## config.mk

```make
export PLATFORM = sky130hd
export DESIGN_NAME = sram_array_ctrl
export DESIGN_NICKNAME = d
export VERILOG_FILES = /design/src/rtl/sram_array_ctrl.sv
export SDC_FILE = /design/constraint.sdc
export NUM_CORES = 1
export LEC_CHECK = 0
export CAP_MARGIN = 20
export CORE_MARGIN = 2
export CORE_UTILIZATION = 30
export CTS_CLUSTER_DIAMETER = 60
export DETAILED_ROUTE_END_ITERATION = 12
export GPL_TIMING_DRIVEN = 0
export PLACE_DENSITY = 0.64
export SYNTH_ARGS = -nofsm -noshare
export SYNTH_HDL_FRONTEND = slang
export SYNTH_SLANG_ARGS = --single-unit
```

## constraint.sdc

```tcl
create_clock -name clock -period 4.68 [get_ports clock]
set_input_delay 1.17 -clock clock [delete_from_list [all_inputs] [get_ports clock]]
set_output_delay 1.17 -clock clock [all_outputs]
set_load 0.05 [all_outputs]
```

## src/rtl/sram_array_ctrl.sv

```systemverilog
// SRAM array controller: clears the whole array after reset or on request, then
// serves one writer and two round-robin readers with same-cycle write-to-read bypass.
module sram_array_ctrl #(
    parameter int DEPTH  = 1024,
    parameter int ADDR_W = 10,
    parameter int DATA_W = 13
) (
    input  logic              clock,
    input  logic              reset,
    input  logic              init_req,
    output logic              init_done,
    input  logic              rd0_req_valid,
    output logic              rd0_req_ready,
    input  logic [ADDR_W-1:0] rd0_req_addr,
    output logic              rd0_resp_valid,
    output logic [DATA_W-1:0] rd0_resp_data,
    input  logic              rd1_req_valid,
    output logic              rd1_req_ready,
    input  logic [ADDR_W-1:0] rd1_req_addr,
    output logic              rd1_resp_valid,
    output logic [DATA_W-1:0] rd1_resp_data,
    input  logic              wr_req_valid,
    output logic              wr_req_ready,
    input  logic [ADDR_W-1:0] wr_req_addr,
    input  logic [DATA_W-1:0] wr_req_data,
    output logic              sram_r_en,
    output logic [ADDR_W-1:0] sram_r_addr,
    input  logic [DATA_W-1:0] sram_r_data,
    output logic              sram_w_en,
    output logic [ADDR_W-1:0] sram_w_addr,
    output logic [DATA_W-1:0] sram_w_data
);

    typedef enum logic [1:0] {ST_WAIT, ST_INIT, ST_RUN} state_t;

    state_t            state_q, state_d;
    logic [ADDR_W-1:0] cnt_q, cnt_d;
    logic [ADDR_W-1:0] r_addr_q, r_addr_d;
    logic              ptr_q, ptr_d;
    logic              rv0_q, rv0_d;
    logic              rv1_q, rv1_d;
    logic              byp_q, byp_d;
    logic [DATA_W-1:0] byp_data_q, byp_data_d;

    logic              run;
    logic              gnt0;
    logic              gnt1;
    logic              wr_fire;
    logic [ADDR_W-1:0] gnt_addr;

    always_ff @(posedge clock or negedge reset) begin
        if (!reset) begin
            state_q <= ST_WAIT;
            cnt_q   <= '0;
        end else begin
            state_q <= state_d;
            cnt_q   <= cnt_d;
        end
    end

    always_comb begin
        state_d = state_q;
        cnt_d   = cnt_q;
        case (state_q)
            ST_WAIT: begin
                state_d = ST_INIT;
                cnt_d   = '0;
            end
            ST_INIT: begin
                cnt_d = cnt_q + 1'b1;
                if (cnt_q == ADDR_W'(DEPTH - 1)) state_d = ST_RUN;
            end
            ST_RUN: begin
                if (init_req) begin
                    state_d = ST_INIT;
                    cnt_d   = '0;
                end
            end
            default: state_d = ST_WAIT;
        endcase
    end

    // ptr_q=0 favours rd0; each ready looks only at valids and the pointer.
    always_comb begin
        run           = (state_q == ST_RUN);
        gnt0          = run & rd0_req_valid & (~rd1_req_valid | ~ptr_q);
        gnt1          = run & rd1_req_valid & (~rd0_req_valid | ptr_q);
        wr_fire       = run & wr_req_valid;
        gnt_addr      = gnt0 ? rd0_req_addr : rd1_req_addr;

        init_done     = run;
        wr_req_ready  = run;
        rd0_req_ready = gnt0;
        rd1_req_ready = gnt1;

        sram_r_en     = gnt0 | gnt1;
        sram_r_addr   = sram_r_en ? gnt_addr : r_addr_q;

        sram_w_en     = (state_q == ST_INIT) | wr_fire;
        sram_w_addr   = (state_q == ST_INIT) ? cnt_q : wr_req_addr;
        sram_w_data   = (state_q == ST_INIT) ? '0 : wr_req_data;

        rd0_resp_valid = rv0_q;
        rd1_resp_valid = rv1_q;
        rd0_resp_data  = byp_q ? byp_data_q : sram_r_data;
        rd1_resp_data  = byp_q ? byp_data_q : sram_r_data;
    end

    // The macro returns pre-write data on a same-address collision, so capture the write.
    always_comb begin
        r_addr_d   = sram_r_addr;
        rv0_d      = gnt0;
        rv1_d      = gnt1;
        ptr_d      = gnt0 ? 1'b1 : (gnt1 ? 1'b0 : ptr_q);
        byp_d      = wr_fire & sram_r_en & (wr_req_addr == gnt_addr);
        byp_data_d = byp_d ? wr_req_data : byp_data_q;
    end

    always_ff @(posedge clock or negedge reset) begin
        if (!reset) begin
            r_addr_q   <= '0;
            ptr_q      <= 1'b0;
            rv0_q      <= 1'b0;
            rv1_q      <= 1'b0;
            byp_q      <= 1'b0;
            byp_data_q <= '0;
        end else begin
            r_addr_q   <= r_addr_d;
            ptr_q      <= ptr_d;
            rv0_q      <= rv0_d;
            rv1_q      <= rv1_d;
            byp_q      <= byp_d;
            byp_data_q <= byp_data_d;
        end
    end

endmodule

```

# ---- After elaboration in Yosys (flattened, before gate mapping)
# Cells that the tools add are included.
dict set report totals {
  ff_bits 39
  input_bits 62
  elab_cells 46
}
dict set report op_classes {
  eq_ne 6
  n_bitwise 14
  reduce_logical 5
  n_addsub 1
  mux 12
}
# op n
set ops {}
lappend ops {{two-way mux 10 bit} 4}
lappend ops {{one-hot mux 10 bit (3 select lines)} 1}
lappend ops {{two-way mux 13 bit} 2}
lappend ops {{adder 10 x 1 -> 10 bit, second input constant} 1}
lappend ops {{== test 10 bit} 1}
lappend ops {{== test 10 bit, second input constant} 1}
lappend ops {{bitwise AND 1 bit} 7}
lappend ops {{one-hot mux 2 bit (3 select lines)} 1}
lappend ops {{two-way mux 2 bit} 2}
lappend ops {{!= test 2 bit, second input constant} 2}
lappend ops {{OR 1 bit} 4}
lappend ops {{AND reduction 2 bit} 2}
lappend ops {{NOT 1 bit} 3}
lappend ops {{nonzero test 3 bit} 1}
lappend ops {{== test 2 x 1 -> 1 bit, second input constant} 1}
lappend ops {{== test 2 bit, second input constant} 1}
lappend ops {{logical NOT 2 bit} 1}
lappend ops {{two-way mux 1 bit} 2}
lappend ops {{nonzero test 2 bit} 1}

# ---- Logic depth before layout (Yosys ltp)
dict set report depth {
  word_depth 6
  depth_mapped 10
  depth_no_buf 7
}

# ---- Least setup slack after synthesis
# No wires, ideal clock.
dict set report synth_timing {
  kind {input to output}
  start {input port rd0_req_valid}
  end {output port sram_r_addr[0]}
  n_path_buf 1
  path_slack_ns 0.815
  t_arrival_ns 2.695
  cell_stages 3
  cell_sequence {o21a_1 > buf_1 > a21oi_1}
}
dict set report synth_via {
  elab_chain_len 5
  word_cells_on_any_way 8
  cone_classes {mux: 2; bitwise: 6}
}
# item line_no
set synth_rtl {}
lappend synth_rtl {{from (decl)} 12} ;# input logic rd0_req_valid,
lappend synth_rtl {{NOT 1 bit} 87} ;# gnt1 = run & rd1_req_valid & (~rd0_req_valid | ptr_q);
lappend synth_rtl {{OR 1 bit} 87}
lappend synth_rtl {{bitwise AND 1 bit} 87}
lappend synth_rtl {{OR 1 bit (*)} 96} ;# sram_r_en = gnt0 | gnt1;
lappend synth_rtl {{named net sram_r_en} 26} ;# output logic sram_r_en,
lappend synth_rtl {{two-way mux 10 bit (*)} 97} ;# sram_r_addr = sram_r_en ? gnt_addr : r_addr_q;
lappend synth_rtl {{to (decl)} 27} ;# output logic [ADDR_W-1:0] sram_r_addr,
# Mark *: on every way through the listed nets, which the timed path passes. The rest lies on a longest branch.

# ---- Worst setup path after layout
dict set report layout_timing {
  start {input port rd1_req_valid}
  end {output port sram_r_addr[1]}
}
dict set report layout_via {
  elab_chain_len 5
  word_cells_on_any_way 8
  cone_classes {mux: 2; bitwise: 6}
}
# item line_no
set layout_rtl {}
lappend layout_rtl {{from (decl)} 17} ;# input logic rd1_req_valid,
lappend layout_rtl {{NOT 1 bit} 86} ;# gnt0 = run & rd0_req_valid & (~rd1_req_valid | ~ptr_q);
lappend layout_rtl {{OR 1 bit} 86}
lappend layout_rtl {{bitwise AND 1 bit} 86}
lappend layout_rtl {{two-way mux 10 bit / OR 1 bit (equally long branches)} {89, 96}}
lappend layout_rtl {{two-way mux 10 bit (*)} 97}
# Mark *: on every way between the ends. The rest lies on a longest branch, timed or not.

==> flow_metrics.env <==
export IMPL_hold_class="flop to flop"
export IMPL_slowest_stage="clkdlybuf4s50_1"
export IMPL_path_buf_inv=3
export IMPL_reg2reg_from="state_q[1]"
export IMPL_syn_area_um2=2406
export IMPL_synth_edff_count=0
export IMPL_dp_cells=497
export IMPL_crit_cells=7
export IMPL_initial_core_util_pct=30.98
export IMPL_cts_tree="yes"
export IMPL_vias_per_cell=4.679
export IMPL_routed_wl_mm=7.288
export IMPL_antenna_left=0
export IMPL_fin_nets=465
export IMPL_drc=0
export IMPL_irDropWorstVdd_v=0.0001201
export IMPL_critPathLaunchType="input pin"
export IMPL_fin_util_pct=51.06
export IMPL_crit_fanout=10
export IMPL_crit_path_end_kind="output port"
export IMPL_routedWlPerCell_um=14.43
export IMPL_hold_violations=0
export IMPL_grt_max_degree=22
export IMPL_slew_viol_final=0
export IMPL_critPathTopFamily="buffers and inverters"
export IMPL_dp_hpwl_mm=5.869
export IMPL_grt_pass1_wl_mm=11.76
export IMPL_cap_violations=0
export IMPL_num_fill_cells=733
export IMPL_p_leak_uw=0.001854
export IMPL_routabilityCongestion=0.8313
export IMPL_rsz0062_at_grt="false"
export IMPL_worstPathCellList="clkdlybuf4s50_1, nand2_1, nand3_4, buf_2, mux2i_1, a21oi_1, clkdlybuf4s50_1"
export IMPL_grt_usage_pct=16.87
export IMPL_fin_crit_ps=4567
export IMPL_worstSetupStartpoint="rd1_req_valid"
export IMPL_required_ps=3510
export IMPL_dr_pass1_iters=4
export IMPL_drt_first_iter_violations=57
export IMPL_outcome="complete, no violations"
export IMPL_synth_seq_area_share_pct=40.56
export IMPL_placementRows=32
export IMPL_arrival_ps=3400
export IMPL_ys_flop_type="dfrtp_1"
export IMPL_fp_coreArea_um2=7767
export IMPL_die_h_um=93.56
export IMPL_fin_skew_ps=9.893
export IMPL_cts_htree_levels=2
export IMPL_ys_types=40
export IMPL_syn2layout_area_growth_pct=64.85
export IMPL_antenna_found_initial=0
export IMPL_root_buffer="clkbuf_8"
export IMPL_powerDensity_nw_per_um2=203.8
export IMPL_clockBufferDepth=2
export IMPL_vias=2363
export IMPL_port_buffers=128
export IMPL_slew_headroom_pct=62.92
export IMPL_synth_cells=266
export IMPL_period_share_pct=97.58
export IMPL_worst_path_most_repeated_cell="clkdlybuf4s50_1"
export IMPL_fp_dieW_um=93.56
export IMPL_postCtsSetupBuffers=0
export IMPL_critPathCapture="sram_r_addr[1]"
export IMPL_clk_pin_slew_ps=80
export IMPL_r2r_slack_ps=1740
export IMPL_synth_async_reset_ratio_pct=100.0
export IMPL_yosys_warnings=0
export IMPL_setup_violations_final=0
export IMPL_drive_gt1_share_pct=14.89
export IMPL_diodes=0
export IMPL_avgSynthCellArea_um2=9.045
export IMPL_grt_pass1_vias=2459
export IMPL_max_freq_mhz=219.0
export IMPL_synthesis_nets=329
export IMPL_r2r_end="byp_data_q[10]"
export IMPL_max_stage_delay_ps=840
export IMPL_die_area_um2=8753
export IMPL_tns_ps=0
export IMPL_cts_sinks=39
export IMPL_cts_made_buffers=5
export IMPL_final_cells=505
export IMPL_timing_hold_ws_ps=507.0
export IMPL_insertion_delay_ps=300
export IMPL_worst_pin_slew_ps=554.5
export IMPL_reg2regPathDepth=9
export IMPL_path_class="input pin to output port"
export IMPL_io_pins=129
export IMPL_synth_seq_cells=39
export IMPL_grt_overflow_total=0
-- layer usage --
metal  GRT usage (%)  routed length (um)  up-vias  part of all wire, %
li1                -                   -     1169                    -
met1           20.66                3097     1114                   42
met2           30.10                3688       74                   51
met3           3.787                 414        6                  5.7
met4           3.986                  88        0                  1.2
met5               0                   0        -                    0
-- worst register-to-register path, stage by stage, from the launching register on --
cell and delay [ps]:
dfrtp_1 450, nor2b_1 160, buf_4 170, nand3_4 140
mux2i_1 430, o22ai_1 140, or4b_4 510, nor4_4 280
buf_6 210, mux2_2 340
-- cell type report --
type                            count  area (um2)  share of cell area [%]
Inverter                           10       37.54                  0.9464
Tap cell                          102       127.6                   3.218
Multi-Input combinational cell    192        1234                   31.10
Clock inverter                      2       35.03                  0.8833
Sequential cell                    39       975.9                   24.61
Clock buffer                        6       82.58                   2.082
Buffer                             25       160.2                   4.038
Timing Repair Buffer              129        1314                   33.12
-- cell families (layout without fill, tap and decap cells) --
group,count (synthesis),after routing,synth area share (%)
compound gates,50,50,11.86
flops,39,39,40.56
fa+ha+maj,1,1,0.5199
xor+xnor,6,6,2.184
simple gates,99,99,20.23
buf+inv,35,172,8.164
mux,36,36,16.48
-- through the flow --
stage               instance area [um2]  total power (uW)  setup WS (ps)
floorplan                          2406             419.6          815.1
global placement                   3815             509.9          26.97
detailed placement                 3837             514.0          16.62
CTS                                3955             815.0          6.962
global route                       3966             837.3          8.034
finish                             3966             808.2          113.4
-- repair_timing --
action                                  in CTS  in global routing
endpoints found under the setup margin       0                  9
hold buffers                                 0                  0
resized for setup                            0                  5
endpoints found under the hold margin        0                  0
-- sequential cells by signal, indices dropped and copies added (netlist names) --
| register | cells |
|---|---|
| rd0_resp_valid | 1 |
| byp_q | 1 |
| byp_data_q | 13 |
| r_addr_q | 10 |
| state_q | 2 |
| ptr_q | 1 |
| cnt_q | 10 |
| rd1_resp_valid | 1 |
-- cell usage after synthesis, drive strengths merged (2+ instances only) --
cell type / instances / area share, %
buf: 20 / 5.8
inv: 10 / 1.6
nand3: 5 / 1.6
xnor2: 6 / 2.2
mux2i: 10 / 4.3
nor2b: 2 / 0.52
and2: 13 / 3.4
clkbuf: 5 / 0.78
o21ai: 23 / 4.8
or2: 2 / 0.52
a21oi: 13 / 2.7
mux2: 26 / 12
nand2: 52 / 8.1
dfrtp: 39 / 41
and3: 4 / 1.0
nor2: 13 / 2.0
o22ai: 5 / 1.3
nand2b: 2 / 0.52
nor4: 2 / 1.1
-- cell usage in the layout, fill, tap and decap left out, types with 2 or more instances in the layout --
cell type and instances:
nand2b_1 2, a21oi_1 13, or2_2 2, nand3_1 4, and2_1 13, buf_2 2, dfrtp_1 39, nand2_1 52
o22ai_1 5, dlymetal6s2s_1 4, buf_1 2, buf_4 15, clkbuf_8 6, inv_1 10, and3_1 4, clkbuf_1 5
xnor2_1 6, nor2b_1 2, mux2_2 26, mux2i_1 9, o21ai_0 22, nor2_1 13, clkdlybuf4s50_1 123
-- worst min path at each step --
| stage | depth (start not counted) | end | from |
|---|---|---|---|
| global placement | 1 | byp_data_q[8] | byp_data_q[8] |
| floorplan | 1 | byp_data_q[10] | byp_data_q[10] |
| global route | 1 | byp_data_q[8] | byp_data_q[8] |
| CTS | 1 | byp_data_q[7] | byp_data_q[7] |
| finish | 1 | byp_data_q[7] | byp_data_q[7] |
| detailed placement | 1 | byp_data_q[7] | byp_data_q[7] |
-- power breakdown --
group / switching (uW) / internal [uW]
registers: 0 / 337
clock network: 129 / 173
logic: 83.5 / 86.1
(Power assumes the default switching activity.)
